File: config.mk
export PLATFORM = sky130hd
export DESIGN_NAME = shift_sequencer
export DESIGN_NICKNAME = d
export VERILOG_FILES = /design/src/rtl/shift_sequencer.sv
export SDC_FILE = /design/constraint.sdc
export NUM_CORES = 1
export LEC_CHECK = 0
export BUFFER_PORTS_ARGS = -buffer_cell sky130_fd_sc_hd__buf_2
export CAP_MARGIN = 10
export CORE_MARGIN = 2
export CORE_UTILIZATION = 30
export DETAILED_ROUTE_END_ITERATION = 8
export GPL_ROUTABILITY_DRIVEN = 0
export PLACE_DENSITY = 0.46
export SYNTH_ARGS = -nofsm -noshare
export SYNTH_HDL_FRONTEND = slang
export SYNTH_SLANG_ARGS = --single-unit
File: constraint.sdc
create_clock -name clock -period 3.5 [get_ports clock]
set_clock_uncertainty 0.2 [all_clocks]
set_input_delay 0.175 -clock clock [delete_from_list [all_inputs] [get_ports clock]]
set_output_delay 0.175 -clock clock [all_outputs]
set_load 0.01 [all_outputs]
File: src/rtl/shift_sequencer.sv
// Iterative 32-bit shifter: one power-of-two stage (16, 8, 4, 2, 1) per cycle, result pulsed after five stages.
// Optional logical right shift (op 10) is enabled by defining SHIFT_SEQUENCER_SRL_EN.
module shift_sequencer (
  input  logic        clock,
  input  logic        reset_n,
  input  logic        ctrl_start,
  input  logic [31:0] data_operand,
  input  logic [4:0]  ctrl_shamt,
  input  logic [1:0]  ctrl_op,
  output logic        ready,
  output logic        result_valid,
  output logic [31:0] data_result,
  output logic        op_exception
);

  typedef enum logic [1:0] {IDLE, SHIFT, DONE} state_t;

  state_t      state;
  logic [31:0] work;
  logic [4:0]  shamt;
  logic [1:0]  op;
  logic [2:0]  step;

  logic        stage_en;
  logic        op_ok;
  logic [31:0] sll_v;
  logic [31:0] sra_v;
`ifdef SHIFT_SEQUENCER_SRL_EN
  logic [31:0] srl_v;
`endif
  logic [31:0] stage_out;

  assign ready = (state != SHIFT);

  always_comb begin
    op_ok = 1'b0;
    case (op)
      2'b00:   op_ok = 1'b1;
      2'b01:   op_ok = 1'b1;
`ifdef SHIFT_SEQUENCER_SRL_EN
      2'b10:   op_ok = 1'b1;
`endif
      default: op_ok = 1'b0;
    endcase
  end

  // Step k tests shamt bit (4-k) and applies a fixed rewiring of distance 16>>k.
  always_comb begin
    stage_en = 1'b0;
    sll_v    = work;
    sra_v    = work;
`ifdef SHIFT_SEQUENCER_SRL_EN
    srl_v    = work;
`endif
    case (step)
      3'd0: begin
        stage_en = shamt[4];
        sll_v    = {work[15:0], 16'b0};
        sra_v    = {{16{work[31]}}, work[31:16]};
`ifdef SHIFT_SEQUENCER_SRL_EN
        srl_v    = {16'b0, work[31:16]};
`endif
      end
      3'd1: begin
        stage_en = shamt[3];
        sll_v    = {work[23:0], 8'b0};
        sra_v    = {{8{work[31]}}, work[31:8]};
`ifdef SHIFT_SEQUENCER_SRL_EN
        srl_v    = {8'b0, work[31:8]};
`endif
      end
      3'd2: begin
        stage_en = shamt[2];
        sll_v    = {work[27:0], 4'b0};
        sra_v    = {{4{work[31]}}, work[31:4]};
`ifdef SHIFT_SEQUENCER_SRL_EN
        srl_v    = {4'b0, work[31:4]};
`endif
      end
      3'd3: begin
        stage_en = shamt[1];
        sll_v    = {work[29:0], 2'b0};
        sra_v    = {{2{work[31]}}, work[31:2]};
`ifdef SHIFT_SEQUENCER_SRL_EN
        srl_v    = {2'b0, work[31:2]};
`endif
      end
      3'd4: begin
        stage_en = shamt[0];
        sll_v    = {work[30:0], 1'b0};
        sra_v    = {work[31], work[31:1]};
`ifdef SHIFT_SEQUENCER_SRL_EN
        srl_v    = {1'b0, work[31:1]};
`endif
      end
      default: stage_en = 1'b0;
    endcase
  end

  // Unsupported ops leave the work register untouched so the operand comes back unshifted.
  always_comb begin
    stage_out = work;
    if (stage_en) begin
      case (op)
        2'b00:   stage_out = sll_v;
        2'b01:   stage_out = sra_v;
`ifdef SHIFT_SEQUENCER_SRL_EN
        2'b10:   stage_out = srl_v;
`endif
        default: stage_out = work;
      endcase
    end
  end

  // data_result is loaded only on entry to DONE so it holds across a back-to-back request.
  always_ff @(posedge clock or negedge reset_n) begin
    if (!reset_n) begin
      state        <= IDLE;
      work         <= 32'b0;
      shamt        <= 5'b0;
      op           <= 2'b0;
      step         <= 3'b0;
      result_valid <= 1'b0;
      data_result  <= 32'b0;
      op_exception <= 1'b0;
    end else begin
      result_valid <= 1'b0;
      case (state)
        IDLE, DONE: begin
          if (ctrl_start) begin
            work  <= data_operand;
            shamt <= ctrl_shamt;
            op    <= ctrl_op;
            step  <= 3'b0;
            state <= SHIFT;
          end else begin
            state <= IDLE;
          end
        end
        SHIFT: begin
          work <= stage_out;
          step <= step + 3'd1;
          if (step == 3'd4) begin
            state        <= DONE;
            result_valid <= 1'b1;
            data_result  <= stage_out;
            op_exception <= !op_ok;
          end
        end
        default: state <= IDLE;
      endcase
    end
  end

endmodule

==> qor.yml, run 1 <==
logic_synthesis:
  yosys_register_bits: 78
  synthArstFlopShare_pct: 100.0
  synth-edff-count: 0
  synth.distinct_cells: 68
  syn_inst: 673
  avgSynthCellArea_um2: 8.483
  seq_area_frac_synth_pct: 34.19
  synthTopCellsByArea: "dfrtp_1, nand2_1, a221o_1, mux2i_1, clkbuf_1"
  yosysWarningCount: 0
  synth_commonest_cells: "nand2_1, dfrtp_1, clkbuf_1"
  syn-num-nets: 720
  synth_area_um2: 5709
  synth.top_cell.area_share_pct: 34.19
  yosys.area.top_type: "dfrtp_1"
  synth.most_common_cell: "nand2_1"
  synth_ff_type: "dfrtp_1"
floorplanning:
  die_h_um: 142.0
  floorplan.rows: 50
  fp.coreArea_um2: 18710
  ios: 77
  die_x_um: 142.0
  start_util_pct: 30.52
  dieArea_um2: 20150
pwr:
  sw_frac_of_total_pct: 49.39
  p_int_mw: 3.825
  p_sw_mw: 3.732
  power.leakage_nw: 2.943
  ir_worst_vdd_mv: 0.4741
  power_frac_seq_pct: 29.6
  p_comb_share_pct: 55.6
  p_per_area_nw_per_um2: 1089
  p_total_mw: 7.557
  clkPwrFrac_pct: 14.8
cts:
  cts_tree: "yes"
  insertion_delay_ns: 0.35
  h-tree-depth: 3
  numCtsBuffers: 9
  clockRootBuffer: "clkbuf_16"
  clock-sinks: 78
  cts_setup_buffers: 0
  cts_resized: 0
  clkTransAtPathRegs_ns: 0.06
  postCtsHoldBufs: 40
  cts_buffer_depth: 2
worst_setup_path:
  critical_path.most_common_cell: "ha_1"
  cp.arrival_ns: 2.99
  cpMaxStageDelayCell: "a2111oi_0"
  crit_chain: "ha_1 > ha_1 > buf_4 > a21o_1 > a2111oi_0 > a311o_1 > nor2_1 > a221o_1"
  ff2ff_setup_slack_ns: 0.55
  r2r_start: "step[0]"
  reg2regPathDepth: 8
  start_kind: "flip-flop"
  r2r_end: "work[9]"
  crit_type: "flip-flop to flip-flop"
  cp-end-kind: "flip-flop"
  slowest_delay_ns: 0.71
  crit_path_max_fanout: 30
  crit_required_ns: 3.53
status:
  status: "complete, no violations"
timing:
  hold_violations: 0
  final_max_slew_viol_count: 0
  setup_viol: 0
  tns_ns: 0
  rsz0062_at_grt: "no"
  fin_crit_sh_pct: 84.41
  post-route-min-period_ns: 2.954
  slew_headroom_pct: 30.80
  worstMarginPinSlew_ns: 1.031
  fmax_mhz: 338.5
global_routing:
  grt_max_degree: 68
  grt_util_all_layers_pct: 22.25
  grt_pass1_wl_um: 34380
  antenna_found_initial: 0
  grt_pass1_vias: 5777
  overflow: 0
placed_design:
  dpl-instance-area_um2: 6191
  port_buffers: 76
  dp_hpwl_um: 14910
  dp_cells: 920
routing:
  wire_per_inst_um: 22.69
  wl_um: 22150
  vias_per_cell: 6.113
  drc: 0
  vias: 5966
  antenna_left: 0
  drtPass1Iterations: 6
  drtIter0Drc: 766
layout:
  synthToLayoutAreaGrowth_pct: 21.59
  nets: 784
  fin_util_pct: 37.11
  drive_gt1_share_pct: 20.35
  antenna_cells: 0
  nFillCells: 1909
  stdcell_area_um2: 6942
  final_cells: 976
flow_run:
  drv_cap: 0
min_path:
  whs_endpoint: "work[15]"
  min_path_type: "input port to flip-flop"
  min_from: "ctrl_start"
  whs_path_depth: 3
worst max-delay path: cells and delay by family (launching register included):
family	cells	cell delay (ns)
buf+inv	1	0.26
flops	1	0.43
compound gates	4	1.42
fa+ha+maj	2	0.45
simple gates	1	0.05
state kept, by name, summed over array words and instances (netlist names):
register and count:
data_result 32, op 2, op_exception 1, result_valid 1
shamt 5, state 2, step 3, work 32
power by group through the flow:
stage          logic (mW)  clock network, mW  registers (mW)
2_1_floorplan        3.26                  0            1.63
3_3_place_gp         4.07                  0            2.20
3_5_place_dp         4.12                  0            2.20
4_1_cts              4.17               1.14            2.19
5_1_grt              4.57               1.18            2.27
6_report             4.20               1.12            2.24
stage by stage:
step	setup slack [ns]	hold WS [ns]
2_1_floorplan	0.9941	-0.3206
3_3_place_gp	0.7597	0.1485
3_5_place_dp	0.7281	0.1686
4_1_cts	0.6929	0.02418
5_1_grt	0.4553	0.05205
6_report	0.5457	0.03613
area by class of cell:
cell class / count / area, um2 / share of cell area [%]
Sequential cell: 78 / 1953 / 28.14
Inverter: 14 / 52.55 / 0.7570
Multi-Input combinational cell: 493 / 3309 / 47.67
Tap cell: 234 / 292.8 / 4.218
Clock buffer: 13 / 260.3 / 3.749
Clock inverter: 3 / 90.09 / 1.298
Timing Repair Buffer: 141 / 983.4 / 14.17
placed cells by master (no fill, tap or decap), drive strengths merged, types with 3 or more instances in the layout:
| cell type | count |
|---|---|
| nand2b | 6 |
| a32oi | 9 |
| or2 | 8 |
| dlygate4sd3 | 40 |
| a221oi | 17 |
| nand2 | 101 |
| a21boi | 3 |
| clkbuf | 13 |
| a2bb2oi | 5 |
| a211oi | 3 |
| a222oi | 6 |
| a21oi | 26 |
| mux2i | 26 |
| dfrtp | 78 |
| a32o | 5 |
| nand3b | 11 |
| o211ai | 8 |
| mux2 | 11 |
| inv | 14 |
| a22o | 9 |
| o21a | 3 |
| o2111ai | 3 |
| and3 | 7 |
| a21o | 9 |
| nor3 | 9 |
| and2 | 5 |
| buf | 101 |
| o22ai | 8 |
| a221o | 30 |
| a22oi | 18 |
| nand3 | 29 |
| nor2 | 26 |
| ha | 5 |
| o21ai | 34 |
| o221ai | 10 |
| o31ai | 3 |
| bufinv | 3 |
| nor2b | 8 |
kinds of logic (layout without fill, tap and decap cells):
logic type,after synthesis,in the layout,share of synthesized area (%)
multiplexers,37,37,6.728
AO/OA/AOI/OAI,233,233,32.02
adder cells (fa/ha/maj),5,5,1.096
AND/OR/NAND/NOR,218,218,17.95
flip-flops,78,78,34.19
buffers and inverters,102,171,8.021
how the worst max path moves through the flow:
stage	end	cells after the start	startpoint
floorplan	data_result[5]	12	step[2]
detailed placement	work[9]	8	step[0]
finish	work[9]	8	step[0]
global placement	work[9]	8	step[0]
global route	work[9]	8	step[0]
CTS	work[9]	8	step[0]
per-layer routing:
layer	GRT usage (%)	share of wire, %	up-vias	wire length (um)
met5	0	0	-	0
met4	9.368	3.4	0	759
met3	4.105	8.4	60	1868
met2	33.93	44	313	9803
met1	31.01	44	2926	9715
li1	-	-	2667	-
No activity file was read; power rests on OpenSTA's default activity.
==> run 2, diff against run 1 <==
Clock period 3.5 ns to 3 ns, I/O delays scaled along.
==> qor.yml, run 2 (same netlist as run 1, synthesis figures left out) <==
layout:
  final_cells: 981  # +0.51%
  multi_input_area_um2: 3309  # unchanged
  drive_gt1_share_pct: 21.02  # +0.67 points
  nFillCells: 1949  # +2.1%
  reg_top3: "data_result x32, work x32, shamt x5"
  antenna_cells: 0  # unchanged
  synthToLayoutAreaGrowth_pct: 22.88
  final_common_cell: "nand2_1"
  fin_util_pct: 37.51  # +0.39 points
  stdcell_area_um2: 7015  # +1.1%
  nets: 789  # +0.64%
  layout_common_cells: "nand2_1, dfrtp_1, buf_2, dlygate4sd3_1, o21ai_0"
  seq_area_um2: 1953  # unchanged
floorplanning:
  dieArea_um2: 20150  # unchanged
  die_h_um: 142.0  # unchanged
  start_util_pct: 30.52  # unchanged
  die_x_um: 142.0  # unchanged
  fp.coreArea_um2: 18710  # unchanged
  floorplan.rows: 50  # unchanged
  ios: 77  # unchanged
timing:
  tns_ns: 0  # unchanged
  final_max_slew_viol_count: 0  # unchanged
  slew_headroom_pct: 49.26  # +18 points
  finalWorstSetupSlack_ns: 0.3988  # -0.1468 ns
  hold_violations: 0  # unchanged
  setup_viol: 0  # unchanged
  fmax_mhz: 384.4  # +14%
  worstMarginPinSlew_ns: 0.7505  # -0.2805 ns
  fin_crit_sh_pct: 86.71  # +2.3 points
  post-route-min-period_ns: 2.601  # -0.3532 ns
  whs_ns: 0.01621  # -0.01992 ns
  rsz0062_at_grt: "no"
global_routing:
  grt_max_degree: 55  # -19%
  grt_use_met1_pct: 30.86  # -0.15 points
  met3_usage_pct: 4.576  # +0.47 points
  overflow: 0  # unchanged
  grt_pass1_wl_um: 35320  # +2.8%
  grtUsageMet2_pct: 35.41  # +1.5 points
  antenna_found_initial: 0  # unchanged
  grt_pass1_vias: 5952  # +3.0%
  busiest_layer: "met2"
  grt_util_all_layers_pct: 22.77  # +0.52 points
worst_setup_path:
  r2r_start: "step[0]"
  ff2ff_setup_slack_ns: 0.40  # -0.15 ns
  start_kind: "flip-flop"
  cp-end-kind: "flip-flop"
  r2r_end: "work[2]"
  crit_type: "flip-flop to flip-flop"
  cp.arrival_ns: 2.65  # -0.34 ns
  crit_required_ns: 3.05  # -0.48 ns
  reg2regPathDepth: 8  # unchanged
  crit_path_max_fanout: 16  # -47%
pwr:
  ir_worst_vdd_mv: 0.3904  # -18%
  p_per_area_nw_per_um2: 1270  # +17%
  p_comb_share_pct: 56.3  # +0.7 points
  clkPwrFrac_pct: 14.7  # about the same
  power_frac_seq_pct: 29.0  # -0.6 points
  p_total_mw: 8.908  # +18%
  p_int_mw: 4.508  # +18%
  p_sw_mw: 4.400  # +18%
  sw_frac_of_total_pct: 49.39  # about the same
  power.leakage_nw: 2.973  # +1.0%
cts:
  clockRootBuffer: "clkbuf_16"
  numCtsBuffers: 9  # unchanged
  cts_setup_buffers: 0  # unchanged
  insertion_delay_ns: 0.36  # about the same
  cts_tree: "yes"
  cts_buffer_depth: 2  # unchanged
  h-tree-depth: 3  # unchanged
  clock-sinks: 78  # unchanged
  postCtsHoldBufs: 40  # unchanged
  cts_resized: 0  # unchanged
  clkTransAtPathRegs_ns: 0.07  # about the same
routing:
  drtIter0Drc: 779  # +1.7%
  drtPass1Iterations: 6  # unchanged
  wire_per_inst_um: 22.97  # +1.2%
  vias_per_cell: 6.059  # -0.88%
  wl_um: 22540  # +1.8%
  antenna_left: 0  # unchanged
  drc: 0  # unchanged
  vias: 5944  # -0.37%
status:
  status: "complete, no violations"
min_path:
  whs_endpoint: "work[15]"
  min_from: "ctrl_start"
  whs_path_depth: 3  # unchanged
  min_path_type: "input port to flip-flop"
flow_run:
  drv_cap: 0  # unchanged
placed_design:
  port_buffers: 76  # unchanged
  dp_hpwl_um: 15150  # +1.7%
  dp_cells: 925  # +0.54%
  dpl-instance-area_um2: 6266  # +1.2%
  pre_cts_ws_ns: 0.4531  # -0.2750 ns
==> run 2: how the worst max path moves through the flow <==
stage          startpoint         endpoint  slack, ns  depth (start not counted)
6_report          step[0]          work[2]       0.40                          8
5_1_grt           step[1]  data_result[16]       0.24                          8
4_1_cts           step[0]          work[2]       0.44                          8
3_5_place_dp      step[0]          work[1]       0.45                          8
3_3_place_gp      step[0]   data_result[0]       0.50                          9
2_1_floorplan     step[2]   data_result[5]       0.49                         12
==> run 2: critical path, stage by stage (launching register included) <==
cell and delay [ns]:
dfrtp_1 0.41, inv_1 0.09, ha_1 0.22, nor2b_2 0.18, a22o_1 0.28, o21a_2 0.27, a21oi_4 0.55, buf_4 0.22
a21oi_1 0.06
==> run 2: per-layer routing <==
metal  vias to the layer above  part of all wire [%]  wire length [um]
li1                       2677                     -                 -
met1                      2913                    44              9967
met2                       290                    45             10140
met3                        64                   7.3              1638
met4                         0                   3.5               792
met5                         -                     0                 0
==> run 2: area by class of cell <==
| class | instances | area share [%] |
|---|---|---|
| multi-input combinational | 493 | 47.17 |
| sequential | 78 | 27.84 |
| timing repair buffer | 146 | 15.09 |
| tap | 234 | 4.173 |
| clock buffer | 11 | 3.460 |
| clock inverter | 5 | 1.516 |
| inverter | 14 | 0.7491 |
==> run 2: power by group through the flow <==
stage                     registers (mW)  clock network [mW]  logic [mW]
after global placement              2.55                   0        4.86
after CTS                           2.54                1.33        4.98
after detailed placement            2.55                   0        4.91
final                               2.58                1.31        5.01
after floorplan                     1.91                   0        3.81
after global routing                2.64                1.37        5.46
==> run 3, diff against run 2 <==
Settings changed: CORE_ASPECT_RATIO set to 0.8.
==> qor.yml, run 3 (same netlist as run 1, synthesis figures left out) <==
status:
  status: "complete, no violations"
floorplanning:
  die_x_um: 158.2  # +11%
  dieArea_um2: 20160  # about the same
  floorplan.rows: 45  # -10%
  ios: 77  # unchanged
  start_util_pct: 30.36  # -0.16 points
  die_h_um: 127.4  # -10%
  fp.coreArea_um2: 18810  # +0.54%
cts:
  cts_setup_buffers: 0  # unchanged
  numCtsBuffers: 9  # unchanged
  clockRootBuffer: "clkbuf_16"
  cts_buffer_depth: 2  # unchanged
  h-tree-depth: 3  # unchanged
  cts_resized: 0  # unchanged
  cts_tree: "yes"
  clock-sinks: 78  # unchanged
  clkTransAtPathRegs_ns: 0.06  # about the same
  insertion_delay_ns: 0.35  # about the same
min_path:
  min_path_type: "input port to flip-flop"
  whs_path_depth: 3  # unchanged
global_routing:
  busiest_layer: "met1"
  grt_pass1_wl_um: 36160  # +2.4%
  overflow: 0  # unchanged
  met3_usage_pct: 4.037  # -0.54 points
  grt_util_all_layers_pct: 23.70  # +0.93 points
  grtUsageMet2_pct: 34.71  # -0.71 points
  grt_pass1_vias: 6003  # +0.86%
  grt_max_degree: 75  # +36%
  antenna_found_initial: 0  # unchanged
  grt_use_met1_pct: 34.97  # +4.1 points
routing:
  drtIter0Drc: 740  # -5.0%
  vias: 6072  # +2.2%
  wire_per_inst_um: 23.26  # +1.2%
  antenna_left: 0  # unchanged
  vias_per_cell: 6.018  # -0.68%
  drtPass1Iterations: 7  # +1
  drc: 0  # unchanged
  wl_um: 23470  # +4.1%
layout:
  synthToLayoutAreaGrowth_pct: 23.10
  nFillCells: 1992  # +2.2%
  drive_gt1_share_pct: 21.44  # +0.42 points
  final_common_cell: "nand2_1"
  nets: 793  # +0.51%
  reg_top3: "data_result x32, work x32, shamt x5"
  antenna_cells: 0  # unchanged
  layout_common_cells: "nand2_1, dfrtp_1, buf_2, dlygate4sd3_1"
worst_setup_path:
  cp-end-kind: "flip-flop"
  crit_type: "flip-flop to flip-flop"
  path_depth: 9  # +1
  cp.arrival_ns: 2.78  # +0.13 ns
  worst-path-buf-inv: 3  # +1
  reg2regPathDepth: 9  # +1
  start_kind: "flip-flop"
  crit_path_max_fanout: 55  # +39
  critical_path.most_common_cell: "nor2_1"
  cpMaxStageDelayCell: "dfrtp_2"
  crit_required_ns: 3.04  # about the same
  crit_chain: "inv_2 > ha_1 > buf_12 > nor2_1 > a21oi_1 > o21a_2 > buf_4 > nor2_1 > a221o_1"
  slowest_delay_ns: 0.42  # -0.13 ns
  crit_family: "compound AO/OA/AOI/OAI gates"
pwr:
  p_total_mw: 8.918  # +0.12%
  p_per_area_nw_per_um2: 1269  # about the same
  power.leakage_nw: 2.972  # about the same
  ir_worst_vdd_mv: 0.5051  # +29%
timing:
  fin_crit_sh_pct: 91.50  # +4.8 points
  rsz0062_at_grt: "no"
  whs_ns: 0.02536  # +0.009155 ns
  tns_ns: 0  # unchanged
  finalWorstSetupSlack_ns: 0.2550  # -0.1438 ns
  worstMarginPinSlew_ns: 0.7445  # -0.006011 ns
  fmax_mhz: 364.3  # -5.2%
  hold_violations: 0  # unchanged
  final_max_slew_viol_count: 0  # unchanged
  post-route-min-period_ns: 2.745  # +0.1438 ns
  setup_viol: 0  # unchanged
  slew_headroom_pct: 49.67  # +0.41 points
placed_design:
  pre_cts_ws_ns: 0.2973  # -0.1559 ns
  port_buffers: 76  # unchanged
  dp_hpwl_um: 15760  # +4.0%
flow_run:
  drv_cap: 0  # unchanged
## run 3: layout make-up
cell class	count	area (um2)	area share [%]
Tap cell	258	322.8	4.593
Sequential cell	78	1953	27.79
Clock buffer	11	242.7	3.454
Timing Repair Buffer	150	1089	15.49
Inverter	14	52.55	0.7477
Multi-Input combinational cell	493	3309	47.09
Clock inverter	5	58.81	0.8367
## run 3: per-layer routing
metal	up-vias	wire length, um
met5	-	0
met4	0	573
met3	52	1997
met2	346	9997
met1	2989	10900
li1	2685	-
## run 3: worst min-delay path, stage by stage
cell,delay (ns)
buf_2,0.12
mux2i_1,0.10
o221ai_1,0.17
## run 3: worst paths after layout
kind	start	to	slack (ns)
setup / recovery	step[2]	data_result[16]	0.26
hold / removal	ctrl_start	work[15]	0.03
setup reg to reg	step[2]	data_result[16]	0.26
hold reg to reg	data_result[10]	data_result[10]	0.28
max in group asynchronous	reset_n	step[2]	1.85
min in group asynchronous	reset_n	data_result[26]	0.12
## run 3: per-stage QoR
stage,cells,area (um2),util (%)
3_3_place_gp,953,6326,33.64
5_1_grt,1009,7028,37.37
3_5_place_dp,953,6326,33.64
4_1_cts,1009,7028,37.37
6_report,1009,7028,37.37
2_1_floorplan,673,5709,-
## run 3: power by group
part           switching, mW  leakage (nW)  internal (mW)
logic                   2.98          1.87           2.16
registers               1.09         0.965           1.55
clock network          0.465         0.142          0.667
total                   4.54          2.97           4.38
## run 3: what timing repair did
item	CTS	global route
hold buffers	40	0
endpoints found under the setup margin	0	0
hold endpoints to repair	77	0
